**config.mk**
```make
export PLATFORM = sky130hd
export DESIGN_NAME = cdb_register_writeback
export DESIGN_NICKNAME = d
export VERILOG_FILES = /design/src/rtl/tomasulo_pkg.sv /design/src/rtl/cdb_src_lookup.sv /design/src/rtl/cdb_register_writeback.sv
export SDC_FILE = /design/constraint.sdc
export NUM_CORES = 1
export LEC_CHECK = 0
export BUFFER_PORTS_ARGS = -buffer_cell sky130_fd_sc_hd__buf_2
export CAP_MARGIN = 30
export CORE_MARGIN = 2
export CORE_UTILIZATION = 37
export DETAILED_ROUTE_END_ITERATION = 6
export SYNTH_ARGS = -nofsm -noshare
export SYNTH_HDL_FRONTEND = slang
export SYNTH_SLANG_ARGS = --single-unit
```
**constraint.sdc**
```tcl
create_clock -name clock -period 3 [get_ports clock]
set_clock_uncertainty 0.2 [all_clocks]
set_input_delay 0.3 -clock clock [delete_from_list [all_inputs] [get_ports clock]]
set_output_delay 0.3 -clock clock [all_outputs]
set_load 0.01 [all_outputs]
```
**src/rtl/tomasulo_pkg.sv**
```systemverilog
// rtl/tomasulo_pkg.sv - shared Tomasulo constants, CDB and operand types
package tomasulo_pkg;

    localparam int NUM_REGS  = 8;
    localparam int DATA_W    = 16;
    localparam int TAG_W     = 2;
    localparam int REG_IDX_W = $clog2(NUM_REGS);
    localparam int CNT_W     = REG_IDX_W + 1;

    typedef struct packed {
        logic              valid;
        logic [TAG_W-1:0]  tag;
        logic [DATA_W-1:0] data;
    } cdb_t;

    // Either a usable value (ready) or the tag of the RS that will produce it.
    typedef struct packed {
        logic              ready;
        logic [DATA_W-1:0] value;
        logic [TAG_W-1:0]  tag;
    } operand_t;

    function automatic logic [CNT_W-1:0] count_ones(input logic [NUM_REGS-1:0] vec);
        logic [CNT_W-1:0] cnt;
        cnt = '0;
        for (int i = 0; i < NUM_REGS; i++) begin
            cnt = cnt + {{(CNT_W-1){1'b0}}, vec[i]};
        end
        return cnt;
    endfunction

endpackage

```
**src/rtl/cdb_src_lookup.sv**
```systemverilog
// rtl/cdb_src_lookup.sv - one source-operand lookup port with same-cycle CDB bypass
module cdb_src_lookup
    import tomasulo_pkg::*;
(
    input  logic [REG_IDX_W-1:0]             idx_i,
    input  logic [NUM_REGS-1:0]              busy_i,
    input  logic [NUM_REGS-1:0][TAG_W-1:0]   qi_i,
    input  logic [NUM_REGS-1:0][DATA_W-1:0]  regs_i,
    input  cdb_t                             cdb_i,
    output operand_t                         operand_o
);

    logic              sel_busy;
    logic [TAG_W-1:0]  sel_qi;
    logic [DATA_W-1:0] sel_reg;

    assign sel_busy = busy_i[idx_i];
    assign sel_qi   = qi_i[idx_i];
    assign sel_reg  = regs_i[idx_i];

    always_comb begin
        operand_o = '0;
        if (!sel_busy) begin
            operand_o.ready = 1'b1;
            operand_o.value = sel_reg;
        end else if (cdb_i.valid && (cdb_i.tag == sel_qi)) begin
            // Producer is broadcasting right now: forward instead of waiting a cycle.
            operand_o.ready = 1'b1;
            operand_o.value = cdb_i.data;
        end else begin
            operand_o.tag = sel_qi;
        end
    end

endmodule

```
**src/rtl/cdb_register_writeback.sv**
```systemverilog
// rtl/cdb_register_writeback.sv - register file and Qi table updated by issue and CDB writeback
module cdb_register_writeback
    import tomasulo_pkg::*;
(
    input  logic                  clock,
    input  logic                  reset,
    input  logic                  issue_valid,
    input  logic [REG_IDX_W-1:0]  issue_rd,
    input  logic [TAG_W-1:0]      issue_tag,
    input  logic [REG_IDX_W-1:0]  src_a_idx,
    input  logic [REG_IDX_W-1:0]  src_b_idx,
    output logic                  src_a_ready,
    output logic                  src_b_ready,
    output logic [DATA_W-1:0]     src_a_value,
    output logic [DATA_W-1:0]     src_b_value,
    output logic [TAG_W-1:0]      src_a_tag,
    output logic [TAG_W-1:0]      src_b_tag,
    input  logic                  cdb_valid,
    input  logic [TAG_W-1:0]      cdb_tag,
    input  logic [DATA_W-1:0]     cdb_data,
    output logic [NUM_REGS-1:0]   busy_mask,
    output logic [CNT_W-1:0]      pending_count,
    output logic                  all_idle,
    output logic                  tag_conflict
);

    logic [NUM_REGS-1:0][DATA_W-1:0] regs_q, regs_d;
    logic [NUM_REGS-1:0]             busy_q, busy_d;
    logic [NUM_REGS-1:0][TAG_W-1:0]  qi_q, qi_d;
    logic                            conflict_q, conflict_d;

    cdb_t     cdb;
    operand_t op_a;
    operand_t op_b;

    assign cdb.valid = cdb_valid;
    assign cdb.tag   = cdb_tag;
    assign cdb.data  = cdb_data;

    cdb_src_lookup u_lookup_a (
        .idx_i     (src_a_idx),
        .busy_i    (busy_q),
        .qi_i      (qi_q),
        .regs_i    (regs_q),
        .cdb_i     (cdb),
        .operand_o (op_a)
    );

    cdb_src_lookup u_lookup_b (
        .idx_i     (src_b_idx),
        .busy_i    (busy_q),
        .qi_i      (qi_q),
        .regs_i    (regs_q),
        .cdb_i     (cdb),
        .operand_o (op_b)
    );

    assign src_a_ready = op_a.ready;
    assign src_a_value = op_a.value;
    assign src_a_tag   = op_a.tag;
    assign src_b_ready = op_b.ready;
    assign src_b_value = op_b.value;
    assign src_b_tag   = op_b.tag;

    always_comb begin
        regs_d     = regs_q;
        busy_d     = busy_q;
        qi_d       = qi_q;
        conflict_d = conflict_q;

        for (int r = 0; r < NUM_REGS; r++) begin
            if (cdb_valid && busy_q[r] && (qi_q[r] == cdb_tag)) begin
                regs_d[r] = cdb_data;
                busy_d[r] = 1'b0;
            end
        end

        // A live owner of issue_tag survives this edge unless the CDB retires that tag now.
        if (issue_valid && !(cdb_valid && (cdb_tag == issue_tag))) begin
            for (int r = 0; r < NUM_REGS; r++) begin
                if (busy_q[r] && (qi_q[r] == issue_tag)) begin
                    conflict_d = 1'b1;
                end
            end
        end

        // Applied after writeback so a same-cycle rename keeps the register busy.
        if (issue_valid) begin
            busy_d[issue_rd] = 1'b1;
            qi_d[issue_rd]   = issue_tag;
        end
    end

    always_ff @(posedge clock) begin
        if (reset) begin
            regs_q     <= '0;
            busy_q     <= '0;
            qi_q       <= '0;
            conflict_q <= 1'b0;
        end else begin
            regs_q     <= regs_d;
            busy_q     <= busy_d;
            qi_q       <= qi_d;
            conflict_q <= conflict_d;
        end
    end

    assign busy_mask     = busy_q;
    assign pending_count = count_ones(busy_q);
    assign all_idle      = (busy_q == '0);
    assign tag_conflict  = conflict_q;

endmodule

```
# [After elaboration in Yosys (flattened, before gate mapping)]
# Index checks and enable logic that the tools add are counted.
[classes] n_addsub=7 n_lt_le_gt_ge=4 n_eq_ne=19 muxes=42 n_bitwise=1 reduce_logical=33
[op_table] op="16-bit binary-select mux with 3-bit select" count=2
[op_table] op="17-bit two-way mux" count=4
[op_table] op="2-bit equality test" count=19
[op_table] op="16-bit two-way mux" count=2
[op_table] op="1-bit logical AND" count=29
[op_table] op="1-bit two-way mux" count=19
[op_table] op="4-bit by 1-bit adder with 4-bit output" count=4
[op_table] op="16-bit bitwise mux" count=1
[op_table] op="2-bit two-way mux" count=7
[op_table] op="2-bit binary-select mux with 3-bit select" count=2
[op_table] op="3-bit by 4-bit less-than comparator with 1-bit output, second input constant" count=3
[op_table] op="8-bit logical NOT" count=1
[op_table] op="8-bit two-way mux" count=1
[op_table] op="8-bit bitwise OR" count=1
[op_table] op="8-bit nonzero test" count=1
[op_table] op="1-bit binary-select mux with 3-bit select" count=2
[op_table] op="2-bit demux with 3-bit select" count=1
[op_table] op="3-bit by 1-bit adder with 4-bit output" count=1
[op_table] op="2-bit by 1-bit adder with 3-bit output" count=1
[op_table] op="1-bit demux with 3-bit select" count=1
[op_table] op="3-bit by 1-bit greater-or-equal comparator with 1-bit output, second input constant" count=1
[op_table] op="1-bit by 1-bit adder with 2-bit output" count=1
[op_table] op="2-bit AND reduction" count=1
[op_table] op="1-bit logical NOT" count=1
[word_totals] reg_bits=153 input_bits=33 out_inout_bits=52 word_cells=124

# [Depth between registers and ports, before layout]
[logic_depth] word_depth=10 depth_mapped=9 depth_no_buf=9

# [Modules after synthesis]
# Synthesis repeated with hierarchy kept, for this count alone.
[unflattened] hier_cells=859 hier_area_um2=9140.0
[by_module_without_submodules] module="cdb_register_writeback" n_inst=1 cells_per_inst=611 area_each_um2=6214.7 seq_area_each_um2=3062.9
[by_module_without_submodules] module="cdb_src_lookup" n_inst=2 cells_per_inst=124 area_each_um2=1462.7 seq_area_each_um2=0.0

# [Least setup slack after synthesis]
# Ideal clock, no wire load.
[synth_path] kind="register to output" from="register busy_q[0] (netlist: busy_mask[0])" to="output pending_count[2]" arrival_time_ns=2.727 t_required_ns=2.500 setup_slack_ns=-0.227 path_stages_with_launch=10 n_path_buf=0 cell_sequence="dfxtp_1 -> fa_1 -> inv_1 -> fa_1 -> fa_1 -> inv_1 -> ha_1 -> inv_1 -> fa_1 -> xnor2_1"
[synth_via] elab_chain_cells=7
[synth_lines] element="start: declaration" line="cdb_register_writeback.sv:28" text="logic [NUM_REGS-1:0] busy_q, busy_d;"
[synth_lines] element="start signal: assignment" line="cdb_register_writeback.sv:102" text="busy_q <= busy_d;"
[synth_lines] element="1-bit by 1-bit adder with 2-bit output" line="tomasulo_pkg.sv:27" text="cnt = cnt + {{(CNT_W-1){1'b0}}, vec[i]};"
[synth_lines] element="2-bit by 1-bit adder with 3-bit output" line="tomasulo_pkg.sv:27"
[synth_lines] element="3-bit by 1-bit adder with 4-bit output" line="tomasulo_pkg.sv:27"
[synth_lines] element="4-bit by 1-bit adder with 4-bit output (4 in a row)" line="tomasulo_pkg.sv:27"
[synth_lines] element="end: declaration" line="cdb_register_writeback.sv:22" text="output logic [CNT_W-1:0] pending_count,"
# Every way passes these cells.

# [Worst setup path in the final report]
[layout_path] from="register busy_q[0] (netlist: busy_mask[0])" to="output pending_count[1]"
# The elaborated chain is that of the path after synthesis.

==> metrics.yaml <==
placement:
  place_congestion: 0.823
  post-place-ws_ns: -0.240
  io_buffers: 84
  dp_hpwl_um: 15200
critical_path:
  crit_end: "pending_count[1]"
  required_ns: 2.50
  cpMaxStageDelayCell: "fa_1"
  r2r-end: "regs_q[23]"
  worst_setup_path_end_kind: "primary output"
  cpPeakStageDelay_ns: 0.53
  cp_max_fo: 2
  r2r_setup_slack_ns: 1.01
  critPathKind: "flop to primary output"
  crit_chain: "fa_1 -> inv_1 -> fa_1 -> fa_1 -> inv_2 -> ha_4 -> inv_2 -> fa_2 -> inv_2 -> buf_6"
  crit_start: "busy_mask[0]"
  regToRegStartpoint: "busy_mask[1]"
  reg2reg_depth: 6
  worstSetupStartpointType: "flop"
  critPathArrivalTime_ns: 3.14
floorplanning:
  die_area_um2: 25500
  row_count: 56
  ioPinCount: 85
  die_width_um: 160
  core_area_um2: 23600
  initial_core_util: 0.380
  die-height_um: 160
cells_and_area:
  num-fill-cells: 2248
  drive_gt1_frac: 0.299
  mostFrequentLayoutCells: "192 x mux2i_1, 153 x nor2_1, 141 x dfxtp_1"
  multiInputGateArea_um2: 5480
  areaGrowthSynthToFinish_pct: 17.0
  finalNetCount: 949
  area.sequential_um2: 3090
  final_common_cell: "mux2i_1"
  antenna_cells: 0
global_routing:
  grt_pass1_vias: 6539
  grt_max_degree: 62
  antenna_found_initial: 1
  track_usage: 0.194
  grt_overflow_total: 0
  grt_pass1_wl_um: 38100
sta:
  period_needed_ns: 3.64
  hold_viol: 0
  worst_slack_ns: -0.641
  worst-slew-pin-transition_ns: 0.775
  clock.fmax_mhz: 275
  slew_violations: 0
  rsz0062_at_grt: "yes"
  setup_viol: 4
  fin_crit_sh: 1.21
  maxSlewHeadroom: 0.479
run_status:
  outcome: "finished with violations"
  violations: "setup timing"
synthesis:
  syn_area_per_cell_um2: 10.6
  syn_inst: 843
  synth.area.top_cells: "dfxtp_1 34%, mux2i_1 21%, mux4_2 18%"
  yosys_warnings: 0
  synth_area_um2: 8970
  synth_top_cell_by_area: "dfxtp_1"
  synth_top_area_frac: 0.341
  yosysSeqAreaShare: 0.341
  ys_types: 38
  synth_seq_cells: 153
  syn_nets: 884
routing:
  first_iter_violations: 478
  post-route-drc-count: 0
  drt-total-wl_um: 24200
  vias_per_cell: 5.32
  vias: 6593
  drtPass1Iterations: 5
  wl_per_cell_um: 19.5
  drtAntennaViolNets: 0
power:
  power.density_nw_per_um2: 457
  finalPower_w: 0.00480
  p_leak_nw: 3.91
  vdd_drop_max_mv: 0.427
cts:
  ctsHtreeMaxLevel: 4
  numCtsBuffers: 17
  clk_latency_ns: 0.43
  cts_root_buf: "clkbuf_16"
  cts_tree: "built"
  cts.clk_slew.worst_paths_ns: 0.07
  cts.path.max_buffers: 2
  cts_num_sinks: 153
run:
  cap_violations: 0
worst_hold_path:
  min_path_type: "primary input to flop"
-- sequential cells by signal (all words and copies together), names as in the netlist --
signal / flops
regs_q: 128
qi_q: 16
busy_mask: 8
tag_conflict: 1
-- synthesized netlist by cell type (all sizes together) --
cell type and n:
nand2 45, a21oi 6, nor4 1, nand2b 2
nand4b 3, nor3 14, xnor2 11, o21a 3
mux2i 192, mux4 72, nor2b 1, fa 4
nand3 2, dfxtp 153, and2 2, buf 47
nand4 2, mux2 2, a31oi 5, xor2 28
o22ai 32, ha 4, clkbuf 34, nor3b 2
inv 19, nor2 153, a211oi 4
-- cells by family after synthesis --
family / after synthesis / share of synthesized area
buffers and inverters: 100 / 0.0587
xor gates and xnor gates: 39 / 0.0397
muxes: 266 / 0.398
adders and majority gates: 8 / 0.0145
DFF: 153 / 0.341
and+or+nand+nor: 227 / 0.107
AOI/OAI and AO/OA: 50 / 0.0413
-- metrics by stage --
step	util	TNS [ns]	instance area (um^2)	hold WS, ns	instances
global route	0.445	-2.29	10500	0.0616	1240
finish	0.445	-1.92	10500	0.0521	1240
CTS	0.442	-1.88	10400	0.0442	1238
global placement	0.413	-0.363	9750	0.249	1202
detailed placement	0.413	-0.434	9750	0.254	1202
floorplan	-	-0.198	8990	0.255	843
-- power by group --
part / internal, W / switching (W) / leakage (nW)
Combinational: 0.000203 / 0.000310 / 2.37
Clock: 0.00126 / 0.000960 / 0.299
Sequential: 0.00205 / 0.0000168 / 1.24
-- area by class of cell --
type | count | share of cell area
Multi-Input combinational cell | 590 | 0.522
Inverter | 19 | 0.00679
Clock buffer | 17 | 0.0405
Timing Repair Buffer | 127 | 0.0814
Tap cell | 319 | 0.0380
Clock inverter | 15 | 0.0169
Sequential cell | 153 | 0.294
-- critical path: cells and delay by family (launching register included) --
family	cells	cell delay [ns]
adders and majority gates	5	2.09
buffers and inverters	5	0.32
DFF	1	0.33
-- worst min path at each step --
| stage | startpoint | endpoint | slack [ns] | depth (start not counted) |
|---|---|---|---|---|
| finish | cdb_data[7] | regs_q[71] | 0.05 | 3 |
| global route | cdb_data[10] | regs_q[42] | 0.06 | 3 |
| CTS | cdb_data[7] | regs_q[71] | 0.04 | 3 |
| detailed placement | tag_conflict | tag_conflict | 0.25 | 2 |
| floorplan | issue_valid | tag_conflict | 0.25 | 2 |
| global placement | tag_conflict | tag_conflict | 0.25 | 2 |
-- what timing repair did --
action,CTS,global route
pin swaps,2,2
resized for setup,15,10
endpoints found under the setup margin,19,16
hold buffers,1,0
endpoints found under the hold margin,1,0
buffers inserted,3,2
-- per-layer routing --
layer / track usage / vias up / wire length (um)
li1: - / 3142 / -
met1: 0.254 / 3282 / 11000
met2: 0.322 / 139 / 11600
met3: 0.0377 / 28 / 1060
met4: 0.0620 / 2 / 423
met5: 0 / - / 12
No activity file was read; power rests on OpenSTA's default activity.
